--- config.mk ---
export PLATFORM = sky130hd
export DESIGN_NAME = floating_point_multiplier_seq
export DESIGN_NICKNAME = d
export VERILOG_FILES = /design/src/rtl/floating_point_multiplier_seq.sv
export SDC_FILE = /design/constraint.sdc
export NUM_CORES = 1
export LEC_CHECK = 0
export CORE_ASPECT_RATIO = 0.75
export CORE_MARGIN = 1
export CORE_UTILIZATION = 45
export CTS_BUF_LIST = sky130_fd_sc_hd__clkbuf_4 sky130_fd_sc_hd__clkbuf_8 sky130_fd_sc_hd__clkbuf_16
export CTS_CLUSTER_DIAMETER = 100
export DETAILED_ROUTE_END_ITERATION = 10
export DONT_BUFFER_PORTS = 1
export HOLD_SLACK_MARGIN = 0.05
export PLACE_DENSITY = 0.69
export SKIP_LAST_GASP = 1
export SYNTH_ARGS = -nofsm -noshare
export SYNTH_HDL_FRONTEND = slang
export SYNTH_SLANG_ARGS = --single-unit
export TNS_END_PERCENT = 100
--- constraint.sdc ---
create_clock -name clk -period 6.51 [get_ports clk]
set_input_delay 0.651 -clock clk [delete_from_list [all_inputs] [get_ports clk]]
set_output_delay 0.651 -clock clk [all_outputs]
set_load 0.02 [all_outputs]
--- src/rtl/floating_point_multiplier_seq.sv ---
// Sequential IEEE-style floating-point multiplier: shift-add significand
// product, single-cycle normalise/round, special-operand bypass, no subnormals.
module floating_point_multiplier_seq #(
  parameter int unsigned EXPONENT_WIDTH = 8,
  parameter int unsigned MANTISSA_WIDTH = 23
) (
  input  logic                                   clk,
  input  logic                                   rst,
  input  logic                                   in_valid,
  output logic                                   in_ready,
  input  logic [EXPONENT_WIDTH+MANTISSA_WIDTH:0] a,
  input  logic [EXPONENT_WIDTH+MANTISSA_WIDTH:0] b,
  input  logic [1:0]                             round_mode,
  output logic                                   out_valid,
  input  logic                                   out_ready,
  output logic [EXPONENT_WIDTH+MANTISSA_WIDTH:0] out,
  output logic                                   underflow_flag,
  output logic                                   overflow_flag,
  output logic                                   invalid_operation_flag
);

  localparam int unsigned E       = EXPONENT_WIDTH;
  localparam int unsigned M       = MANTISSA_WIDTH;
  localparam int unsigned W       = E + M + 1;
  localparam int unsigned PW      = 2 * (M + 1);
  localparam int unsigned XW      = E + 2;
  localparam int unsigned CW      = $clog2(M + 1);
  localparam int unsigned BIAS    = (1 << (E - 1)) - 1;
  localparam int unsigned EXP_INF = (1 << E) - 1;

  localparam logic [E-1:0] EXP_ONES   = E'(EXP_INF);
  localparam logic [E-1:0] EXP_MAXF   = E'(EXP_INF - 1);
  localparam logic [M-1:0] MANT_QUIET = M'(1) << (M - 1);
  localparam logic [M-1:0] MANT_ONES  = '1;

  localparam logic [1:0] RM_RNE = 2'd0;
  localparam logic [1:0] RM_RUP = 2'd2;
  localparam logic [1:0] RM_RDN = 2'd3;

  typedef enum logic [1:0] {
    IDLE = 2'd0,
    MULT = 2'd1,
    NORM = 2'd2,
    DONE = 2'd3
  } state_e;

  state_e          state_q, state_d;
  logic [W-1:0]    a_q, a_d, b_q, b_d;
  logic [1:0]      rm_q, rm_d;
  logic [CW-1:0]   cnt_q, cnt_d;
  logic [PW-1:0]   mcand_q, mcand_d;
  logic [M:0]      mplier_q, mplier_d;
  logic [PW-1:0]   prod_q, prod_d;
  logic [W-1:0]    out_q, out_d;
  logic            uf_q, uf_d, of_q, of_d, inv_q, inv_d;
  logic            out_valid_q, out_valid_d;
  logic            in_ready_q, in_ready_d;

  // Operand field decode of the captured operands
  logic         sa, sb, sp;
  logic [E-1:0] ea, eb;
  logic [M-1:0] fa, fb;
  logic         a_nan, b_nan, a_inf, b_inf, a_zero, b_zero, a_sub, b_sub;

  assign sa     = a_q[W-1];
  assign sb     = b_q[W-1];
  assign sp     = sa ^ sb;
  assign ea     = a_q[W-2:M];
  assign eb     = b_q[W-2:M];
  assign fa     = a_q[M-1:0];
  assign fb     = b_q[M-1:0];
  assign a_nan  = (ea == EXP_ONES) && (fa != '0);
  assign b_nan  = (eb == EXP_ONES) && (fb != '0);
  assign a_inf  = (ea == EXP_ONES) && (fa == '0);
  assign b_inf  = (eb == EXP_ONES) && (fb == '0);
  assign a_zero = (ea == '0) && (fa == '0);
  assign b_zero = (eb == '0) && (fb == '0);
  assign a_sub  = (ea == '0) && (fa != '0);
  assign b_sub  = (eb == '0) && (fb != '0);

  // Special-operand result, in priority order; spec_hit bypasses the datapath
  logic         spec_hit;
  logic [W-1:0] spec_res;
  logic         spec_uf, spec_of, spec_inv;

  always_comb begin
    spec_hit = 1'b1;
    spec_res = '0;
    spec_uf  = 1'b0;
    spec_of  = 1'b0;
    spec_inv = 1'b0;
    if (a_nan) begin
      spec_inv = 1'b1;
      spec_res = fa[M-1] ? a_q : {sa, EXP_ONES, MANT_QUIET};
    end else if (b_nan) begin
      spec_inv = 1'b1;
      spec_res = fb[M-1] ? b_q : {sb, EXP_ONES, MANT_QUIET};
    end else if ((a_inf && (b_zero || b_sub)) || (b_inf && (a_zero || a_sub))) begin
      spec_inv = 1'b1;
      spec_res = {1'b0, EXP_ONES, MANT_QUIET};
    end else if (a_inf || b_inf) begin
      spec_of  = 1'b1;
      spec_res = {sp, EXP_ONES, {M{1'b0}}};
    end else if (a_sub || b_sub) begin
      spec_uf  = 1'b1;
      spec_res = {sp, {(W-1){1'b0}}};
    end else if (a_zero || b_zero) begin
      spec_res = {sp, {(W-1){1'b0}}};
    end else begin
      spec_hit = 1'b0;
    end
  end

  // Normalise, round and range-check the finished significand product
  logic          norm_hi;
  logic [PW-2:0] norm_sig;
  logic [M-1:0]  mant_raw;
  logic          guard, sticky, round_up, rnd_carry, to_inf;
  logic [M+1:0]  sig_rnd;
  logic [M-1:0]  mant_fin;
  logic [XW-1:0] exp_sum;
  logic          exp_uf, exp_of;
  logic [W-1:0]  norm_res;

  always_comb begin
    norm_hi  = prod_q[PW-1];
    norm_sig = norm_hi ? prod_q[PW-2:0] : {prod_q[PW-3:0], 1'b0};
    mant_raw = norm_sig[PW-2 -: M];
    guard    = norm_sig[M];
    sticky   = |norm_sig[M-1:0];
    round_up = 1'b0;
    unique case (rm_q)
      RM_RNE:  round_up = guard && (sticky || mant_raw[0]);
      RM_RUP:  round_up = !sp && (guard || sticky);
      RM_RDN:  round_up = sp && (guard || sticky);
      default: round_up = 1'b0;
    endcase
    sig_rnd   = {1'b0, 1'b1, mant_raw} + (M+2)'(round_up);
    rnd_carry = sig_rnd[M+1];
    mant_fin  = rnd_carry ? sig_rnd[M:1] : sig_rnd[M-1:0];
    exp_sum   = XW'(ea) + XW'(eb) - XW'(BIAS) + XW'(norm_hi) + XW'(rnd_carry);
    // Sign bit of exp_sum is valid: the true range never reaches +/-2^(XW-1)
    exp_uf    = exp_sum[XW-1] || (exp_sum == '0);
    exp_of    = !exp_sum[XW-1] && (exp_sum[XW-2:0] >= (XW-1)'(EXP_INF));
    to_inf    = (rm_q == RM_RNE) || ((rm_q == RM_RUP) && !sp) || ((rm_q == RM_RDN) && sp);
    if (exp_uf) begin
      norm_res = {sp, {(W-1){1'b0}}};
    end else if (exp_of) begin
      norm_res = to_inf ? {sp, EXP_ONES, {M{1'b0}}} : {sp, EXP_MAXF, MANT_ONES};
    end else begin
      norm_res = {sp, exp_sum[E-1:0], mant_fin};
    end
  end

  // Next-state and datapath update for the IDLE/MULT/NORM/DONE sequence
  always_comb begin
    state_d     = state_q;
    a_d         = a_q;
    b_d         = b_q;
    rm_d        = rm_q;
    cnt_d       = cnt_q;
    mcand_d     = mcand_q;
    mplier_d    = mplier_q;
    prod_d      = prod_q;
    out_d       = out_q;
    uf_d        = uf_q;
    of_d        = of_q;
    inv_d       = inv_q;
    out_valid_d = out_valid_q;
    unique case (state_q)
      IDLE: begin
        if (in_valid) begin
          a_d      = a;
          b_d      = b;
          rm_d     = round_mode;
          cnt_d    = '0;
          prod_d   = '0;
          mcand_d  = PW'({1'b1, a[M-1:0]});
          mplier_d = {1'b1, b[M-1:0]};
          state_d  = MULT;
        end
      end
      MULT: begin
        // Specials resolve on the first MULT cycle and skip the iterations
        if ((cnt_q == '0) && spec_hit) begin
          out_d       = spec_res;
          uf_d        = spec_uf;
          of_d        = spec_of;
          inv_d       = spec_inv;
          out_valid_d = 1'b1;
          state_d     = DONE;
        end else begin
          prod_d   = prod_q + (mplier_q[0] ? mcand_q : PW'(0));
          mcand_d  = mcand_q << 1;
          mplier_d = mplier_q >> 1;
          cnt_d    = cnt_q + CW'(1);
          if (cnt_q == CW'(M)) begin
            state_d = NORM;
          end
        end
      end
      NORM: begin
        out_d       = norm_res;
        uf_d        = exp_uf;
        of_d        = exp_of;
        inv_d       = 1'b0;
        out_valid_d = 1'b1;
        state_d     = DONE;
      end
      DONE: begin
        if (out_ready) begin
          out_valid_d = 1'b0;
          state_d     = IDLE;
        end
      end
      default: state_d = IDLE;
    endcase
    in_ready_d = (state_d == IDLE);
  end

  // State and datapath registers with synchronous reset
  always_ff @(posedge clk) begin
    if (rst) begin
      state_q     <= IDLE;
      a_q         <= '0;
      b_q         <= '0;
      rm_q        <= '0;
      cnt_q       <= '0;
      mcand_q     <= '0;
      mplier_q    <= '0;
      prod_q      <= '0;
      out_q       <= '0;
      uf_q        <= 1'b0;
      of_q        <= 1'b0;
      inv_q       <= 1'b0;
      out_valid_q <= 1'b0;
      in_ready_q  <= 1'b1;
    end else begin
      state_q     <= state_d;
      a_q         <= a_d;
      b_q         <= b_d;
      rm_q        <= rm_d;
      cnt_q       <= cnt_d;
      mcand_q     <= mcand_d;
      mplier_q    <= mplier_d;
      prod_q      <= prod_d;
      out_q       <= out_d;
      uf_q        <= uf_d;
      of_q        <= of_d;
      inv_q       <= inv_d;
      out_valid_q <= out_valid_d;
      in_ready_q  <= in_ready_d;
    end
  end

  assign in_ready               = in_ready_q;
  assign out_valid              = out_valid_q;
  assign out                    = out_q;
  assign underflow_flag         = uf_q;
  assign overflow_flag          = of_q;
  assign invalid_operation_flag = inv_q;

endmodule

==> impl_results.md, run 1 <==
* ANT cells at 0
* Grt ovf at 0
* Nets at approximately 1900
* Worst Skew at about 26 ps
* Reg2reg start: prod_q[18]
* DR vias/cell at between 6 and 7
* Synth Area per Inst at around 7.6 um2
* Largest area contributor in the netlist: dfxtp_1
* Routability cong. at between 0.8 and 0.9
* CTS tree: built
* Reg2Reg Depth at 26
* Crit path time final at slightly above 6000 ps
* Clock sink count at 230
* CP max stage delay at 430 ps
* Outcome: finished clean
* Worst EP required at 6910 ps
* I/O pin count at 107
* Core box area at about 30000 um2
* FMAX at 163 MHz
* Hpwl dp at approximately 30000 um
* Layout area overhead at 6.63%
* Top routing layer in use: met4
* Initial Util at ~46%
* Net Sw Frac at a little under two fifths
* Syn Nets at ~1900
* Die W at between 200 and 250 um
* Worst setup SP type: flip-flop
* Worst Path Buf+Inv at 2
* Met3 wire length at ~4500 um
* Top FF cell, synth: dfxtp_1
* Seq/Total Area, Yosys at between 30% and 40%
* Post-Syn Area at 13700 um2
* Initial antenna violation count at 0
* Worst Min Path Start: rst
* ANT nets after route at 0
* H-tree levels at 1
* Relative slew slack at approximately 16%
* Std cell rows at 54
* Min-delay worst type: in -> reg
* Via Count at roughly 13000
* Yosys top cell area share at between 30% and 40%
* Clock Tree Buf Depth at 3
* Total GRT Usage at a little over a quarter
* Internal power at roughly 2.8 mW
* Slew at the pin closest to its max-slew limit at roughly 1300 ps
* Pre-Repair DR Iteration Count at 5
* Leak pwr at roughly 5.6 nW
* Sequential power share at a little over two fifths
* Final setup viols at 0
* Final instance area at approximately 15000 um2
* Synth Instances at ~1800
* Largest net degree at the start of global routing at 208
* Crit. End Element: flip-flop
* DR WL/cell at a little under 20 um
* Max Cap Violations at 0
* Worst Path Max Fanout at 23
* Total routed wirelength at about 42000 um
* Worst skew pair latency at roughly 550 ps
* Switch Pwr at 1.61 mW
* Crit path kind: reg -> reg
* Global-route wire length before repair at roughly 66000 um
* Metal-1 WL at 19900 um
* CTS root buf: clkbuf_16
* CP arrival at roughly 6600 ps
* Tcrit/Tclk final at 94.5%
* CP max-delay cell: fa_1
* Die area at about 31000 um2
* R2R setup slack at 360 ps
* Reg2reg end: out[2]
* Number of synthesized flops with an enable pin at 0
* Sink of the worst hold path: mcand_q[43]
* Final Hold Fails at 0
* Comb pwr share at approximately a quarter
* Synth unique cells at 83
* Height of the die at approximately 150 um
* Number of port buffers at 0
* Worst VDD drop at around 0.24 mV
* Worst hold stages at 1
* Pwr dens at approximately 300 nW/um2
* Worst-path clk slew at 70 ps
* Vias in the first global route at 11700
* Clock buffer count from CTS at 23
* Top cells by area, synth: dfxtp_1, nand2_1, a21oi_1
* Drc violations at 0
* Flops & latches, synth at between 200 and 250
* Met2 WL at 17100 um
* Ratio of cells with drive above 1 in the final layout at ~5.7%
* Final Slew Violations at 0
* Placed Area at 13800 um2
* WHS at ~200 ps
* Synth warn at 0
* Asr flop ratio synth at 0%
* CP top delay family: simple AND/OR/NAND/NOR gates
* Clk pwr share at 32.2%
* Iteration-0 DRC Markers at 1482
-- worst reg2reg max path: cells and delay by family (launching register included) --
kind | cells | cell delay, ps
simple gates | 9 | 1970
xor+xnor | 1 | 310
buf+inv | 2 | 290
fa+ha+maj | 4 | 1290
compound gates | 10 | 1800
flops | 1 | 340
-- sequential cells by signal, indices dropped and copies added, names as in the netlist, 2 cells and up --
name	flops
rm_q	2
out	32
prod_q	48
mplier_q	24
mcand_q	48
a_q	32
state_q	2
cnt_q	5
b_q	32
-- per-stage QoR --
step	worst slack (ps)	utilization, %	TNS (ps)	cells	power [mW]
2_1_floorplan	573	-	0	1793	2.62
3_3_place_gp	286	46.8	0	2083	2.91
3_5_place_dp	104	46.8	0	2083	2.94
4_1_cts	66.0	49.4	0	2123	4.33
5_1_grt	-40.7	49.5	-45.4	2125	4.55
6_report	359	49.5	0	2125	4.37
-- cell usage after synthesis, drive strengths merged (6+ instances only) --
library cell	n
a2111oi	10
a211oi	19
a21o	35
a21oi	212
a221oi	24
a22oi	7
a311o	16
a311oi	53
a31oi	6
and2	60
and3	13
buf	26
clkbuf	86
dfxtp	230
ha	67
inv	36
mux2	6
mux2i	11
nand2	363
nand2b	8
nand3	76
nand4	21
nor2	133
nor2b	7
nor3	28
nor4	20
nor4b	9
o211ai	12
o21ai	59
o21bai	11
xnor2	28
xor2	27
-- power by group through the flow --
| stage | Combinational (mW) | Sequential [mW] | Clock, mW |
|---|---|---|---|
| 6_report | 1.12 | 1.84 | 1.41 |
| 4_1_cts | 1.08 | 1.84 | 1.42 |
| 2_1_floorplan | 0.818 | 1.80 | 0 |
| 3_5_place_dp | 1.08 | 1.87 | 0 |
| 5_1_grt | 1.22 | 1.86 | 1.48 |
| 3_3_place_gp | 1.05 | 1.86 | 0 |
-- final cells by class --
type,instances,area (um2)
sequential,230,4600
clock buffer,31,673
fill,2887,14900
tap,392,490
timing repair buffer,13,97.6
multi-input combinational,1414,8520
clock inverter,9,103
inverter,36,135
-- layout by cell type (no fill, tap or decap), types with 13 or more instances in the layout --
cell type / n
nand2_1: 358
dfxtp_1: 230
a21oi_1: 210
nor2_1: 131
nand3_1: 73
ha_1: 67
and2_1: 57
a311oi_1: 53
o21ai_0: 52
inv_1: 36
a21o_1: 34
xnor2_1: 28
xor2_1: 27
nor3_1: 24
a221oi_1: 24
clkbuf_16: 23
nand4_1: 20
nor4_1: 19
a211oi_1: 18
a311o_1: 15
and3_1: 13
buf_4: 13
-- how the worst max path moves through the flow --
stage                          start      end  cells past startpoint
after floorplan           prod_q[47]  out[11]                     27
after global placement    prod_q[18]  out[14]                     26
after detailed placement   prod_q[2]   out[4]                     26
after CTS                  prod_q[2]   out[4]                     26
after global routing      prod_q[18]   out[6]                     26
final                     prod_q[18]   out[2]                     26
-- cell families after synthesis --
kind of cell             after synthesis  synth area share [%]
flip-flops                           230                  33.6
AND/OR/NAND/NOR                      755                  25.2
buffers and inverters                149                  4.68
XOR/XNOR                              55                  3.51
multiplexers                          17                  1.30
adder cells (fa/ha/maj)               70                  6.55
AO/OA/AOI/OAI                        517                  25.2
-- metal layers --
metal  vias up  GRT usage [%]
met4         0           4.01
met2       528           36.6
met5         -              0
li1       6318              -
met3        33           7.70
met1      6299           39.8
-- timing repair --
| item | 4_1_cts | 5_1_grt |
|---|---|---|
| resized for setup | 0 | 5 |
| hold buffers | 0 | 0 |
| setup endpoints to repair | 0 | 30 |
| setup buffers | 0 | 2 |
No activity file was read; power rests on OpenSTA's default activity.
==> run 2, diff against run 1 <==
--- a/config.mk
+++ b/config.mk
@@ -9,7 +9,6 @@
 export CORE_MARGIN = 1
 export CORE_UTILIZATION = 45
 export CTS_BUF_LIST = sky130_fd_sc_hd__clkbuf_4 sky130_fd_sc_hd__clkbuf_8 sky130_fd_sc_hd__clkbuf_16
-export CTS_CLUSTER_DIAMETER = 100
 export DETAILED_ROUTE_END_ITERATION = 10
 export DONT_BUFFER_PORTS = 1
 export HOLD_SLACK_MARGIN = 0.05
==> results of run 2 <==
The final DEF is identical to that of run 1; final timing and power are the same.
==> run 3, diff against run 2 <==
--- a/config.mk
+++ b/config.mk
@@ -6,7 +6,7 @@
 export NUM_CORES = 1
 export LEC_CHECK = 0
 export CORE_ASPECT_RATIO = 0.75
-export CORE_MARGIN = 1
+export CORE_MARGIN = 2
 export CORE_UTILIZATION = 45
 export CTS_BUF_LIST = sky130_fd_sc_hd__clkbuf_4 sky130_fd_sc_hd__clkbuf_8 sky130_fd_sc_hd__clkbuf_16
 export DETAILED_ROUTE_END_ITERATION = 10
==> run 3 against run 2 <==
Net effect:
- via count is 1.6% lower
- sequential power hardly changed
- wire length is 1.9% lower
- fmax is 2.1% higher
- non-clock buffer count stayed put
- design area hardly changed
- critical path type unchanged
- highest routed layer unchanged
==> impl_results.md, run 3 (synthesis gave the netlist of run 1 again) <==
* Outcome: finished clean
* Net Sw Frac at between 30% and 40%
* Commonest non-fill, non-tap cell in the layout: nand2_1
* Nets at roughly 1900
* Final Hold Fails at 0
* Register area at around 4600 um2
* I/O pin count at approximately 110
* Pre-Repair DR Iteration Count at 6
* DR vias/cell at approximately 6.1
* Die W at slightly above 200 um
* Footprint of the multi-input gates at roughly 8500 um2
* Placed Area at roughly 14000 um2
* Die area at between 30000 and 40000 um2
* Height of the die at between 150 and 200 um
* Switch Pwr at 1.60 mW
* CTS tree: built
* Crit. End Element: flip-flop
* ANT cells at 0
* Worst setup SP type: flip-flop
* Worst VDD drop at approximately 0.21 mV
* Initial Util at a little under half
* Leak pwr at 5.57 nW
* Max Cap Violations at 0
* Number of port buffers at 0
* Clock buffer count from CTS at 24
* WHS at roughly 190 ps
* Total routed wirelength at 41200 um
* Relative slew slack at between 10% and 20%
* Worst skew pair latency at 540 ps
* Largest net degree at the start of global routing at between 200 and 250
* Tcrit/Tclk final at around 93%
* CP top delay family: simple AND/OR/NAND/NOR gates
* Std cell rows at 55
* Setup TNS Final at 0 ps
* Clock Tree Buf Depth at 3
* Min-delay worst type: in -> reg
* Final setup viols at 0
* Commonest cells after routing, fill and taps aside: nand2_1, dfxtp_1, a21oi_1
* ANT nets after route at 0
* FMAX at ~170 MHz
* CP max-delay cell: fa_1
* Ratio of cells with drive above 1 in the final layout at under 10%
* H-tree levels at 1
* Final instance area at 14600 um2
* Comb pwr share at approximately a quarter
* CP arrival at roughly 6400 ps
* Hpwl dp at roughly 30000 um
* CTS root buf: clkbuf_16
* Routability cong. at 0.943
* Internal power at around 2.7 mW
* Clk pwr share at between 30% and 40%
* Iteration-0 DRC Markers at approximately 1200
* CP Cell Sequence: nor4_1 -> nand4_1 -> nor3_1 -> o41ai_1 -> ha_1 -> ha_1 -> and3_1 -> o21ai_1 -> nor3_4 -> and2_1 -> nand3_1 -> inv_1 -> fa_1 -> fa_1 -> a21o_1 -> a21oi_1 -> o21ai_1 -> a31oi_1 -> xor2_1 -> o21bai_1 -> and2_4 -> o21ai_2 -> buf_4 -> a2111oi_0
* DR WL/cell at about 19 um
* Worst Path Buf+Inv at 2
* Sequential power share at around 43%
* Power Total at around 4.3 mW
* Via Count at roughly 13000
* Final Slew Violations at 0
* Slew at the pin closest to its max-slew limit at about 1300 ps
* Drc violations at 0
* Worst Path Max Fanout at 23
* Grt ovf at 0
* Global-route wire length before repair at between 60000 and 70000 um
* Crit path time final at ~6000 ps
* Worst Skew at between 10 and 15 ps
* RSZ-0062 raised after global routing: no
* Vias in the first global route at between 10000 and 15000
* Layout area overhead at 6.70%
* Total GRT Usage at between 20% and 30%
* Worst-path clk slew at 70 ps
* Worst EP required at 6920 ps
* CP max stage delay at ~410 ps
* Largest regs: mcand_q (48), prod_q (48)
* Crit path kind: reg -> reg
* Pwr dens at roughly 300 nW/um2
* Initial antenna violation count at 0
* Core box area at ~30000 um2
* Filler cells at between 2000 and 3000
* Clock sink count at 230
==> run 3: changes by cell type in the layout (fill, tap and decap cells not counted), sizes merged <==
| cell | delta |
|---|---|
| clkbuf | +4 |
| clkinvlp | +1 |
| bufinv | -2 |
==> run 3: layout make-up <==
cell class / instances / share of cell area [%]
Multi-Input combinational cell: 1414 / 58.2
Clock inverter: 8 / 0.393
Sequential cell: 230 / 31.5
Clock buffer: 35 / 4.97
Tap cell: 399 / 3.41
Inverter: 36 / 0.924
Timing Repair Buffer: 13 / 0.667
==> run 3: power groups by stage <==
stage | registers, mW | logic, mW | clock network [mW]
CTS | 1.84 | 1.08 | 1.39
finish | 1.84 | 1.11 | 1.37
floorplan | 1.80 | 0.818 | 0
global placement | 1.86 | 1.05 | 0
global route | 1.86 | 1.23 | 1.46
detailed placement | 1.87 | 1.07 | 0
==> run 3: layer usage <==
metal,share of wire [%],vias to the layer above,global-route usage (%)
li1,-,6322,-
met1,48,6183,38.1
met2,41,422,35.9
met3,10,44,8.25
met4,1.1,0,3.19
met5,0,-,0
==> run 3: path summary, 6_finish.rpt <==
path,startpoint,to,slack (ps),cells past startpoint
hold / removal,rst,a_q[25],190,1
hold reg to reg,mcand_q[37],mcand_q[38],460,2
setup reg to reg,prod_q[18],out[4],480,24
setup / recovery,prod_q[18],out[4],480,24
==> run 3: stage by stage <==
| step | util [%] | instances | setup slack [ps] |
|---|---|---|---|
| 5_1_grt | 48.6 | 2135 | 26.4 |
| 3_3_place_gp | 46.0 | 2091 | 465 |
| 3_5_place_dp | 46.0 | 2091 | 330 |
| 6_report | 48.6 | 2135 | 484 |
| 4_1_cts | 48.6 | 2134 | 322 |
| 2_1_floorplan | - | 1793 | 573 |
==> run 3: timing repair <==
item	CTS	global route
hold buffers	0	0
endpoints found under the setup margin	0	10
buffers inserted	0	1
gates resized for setup	0	4
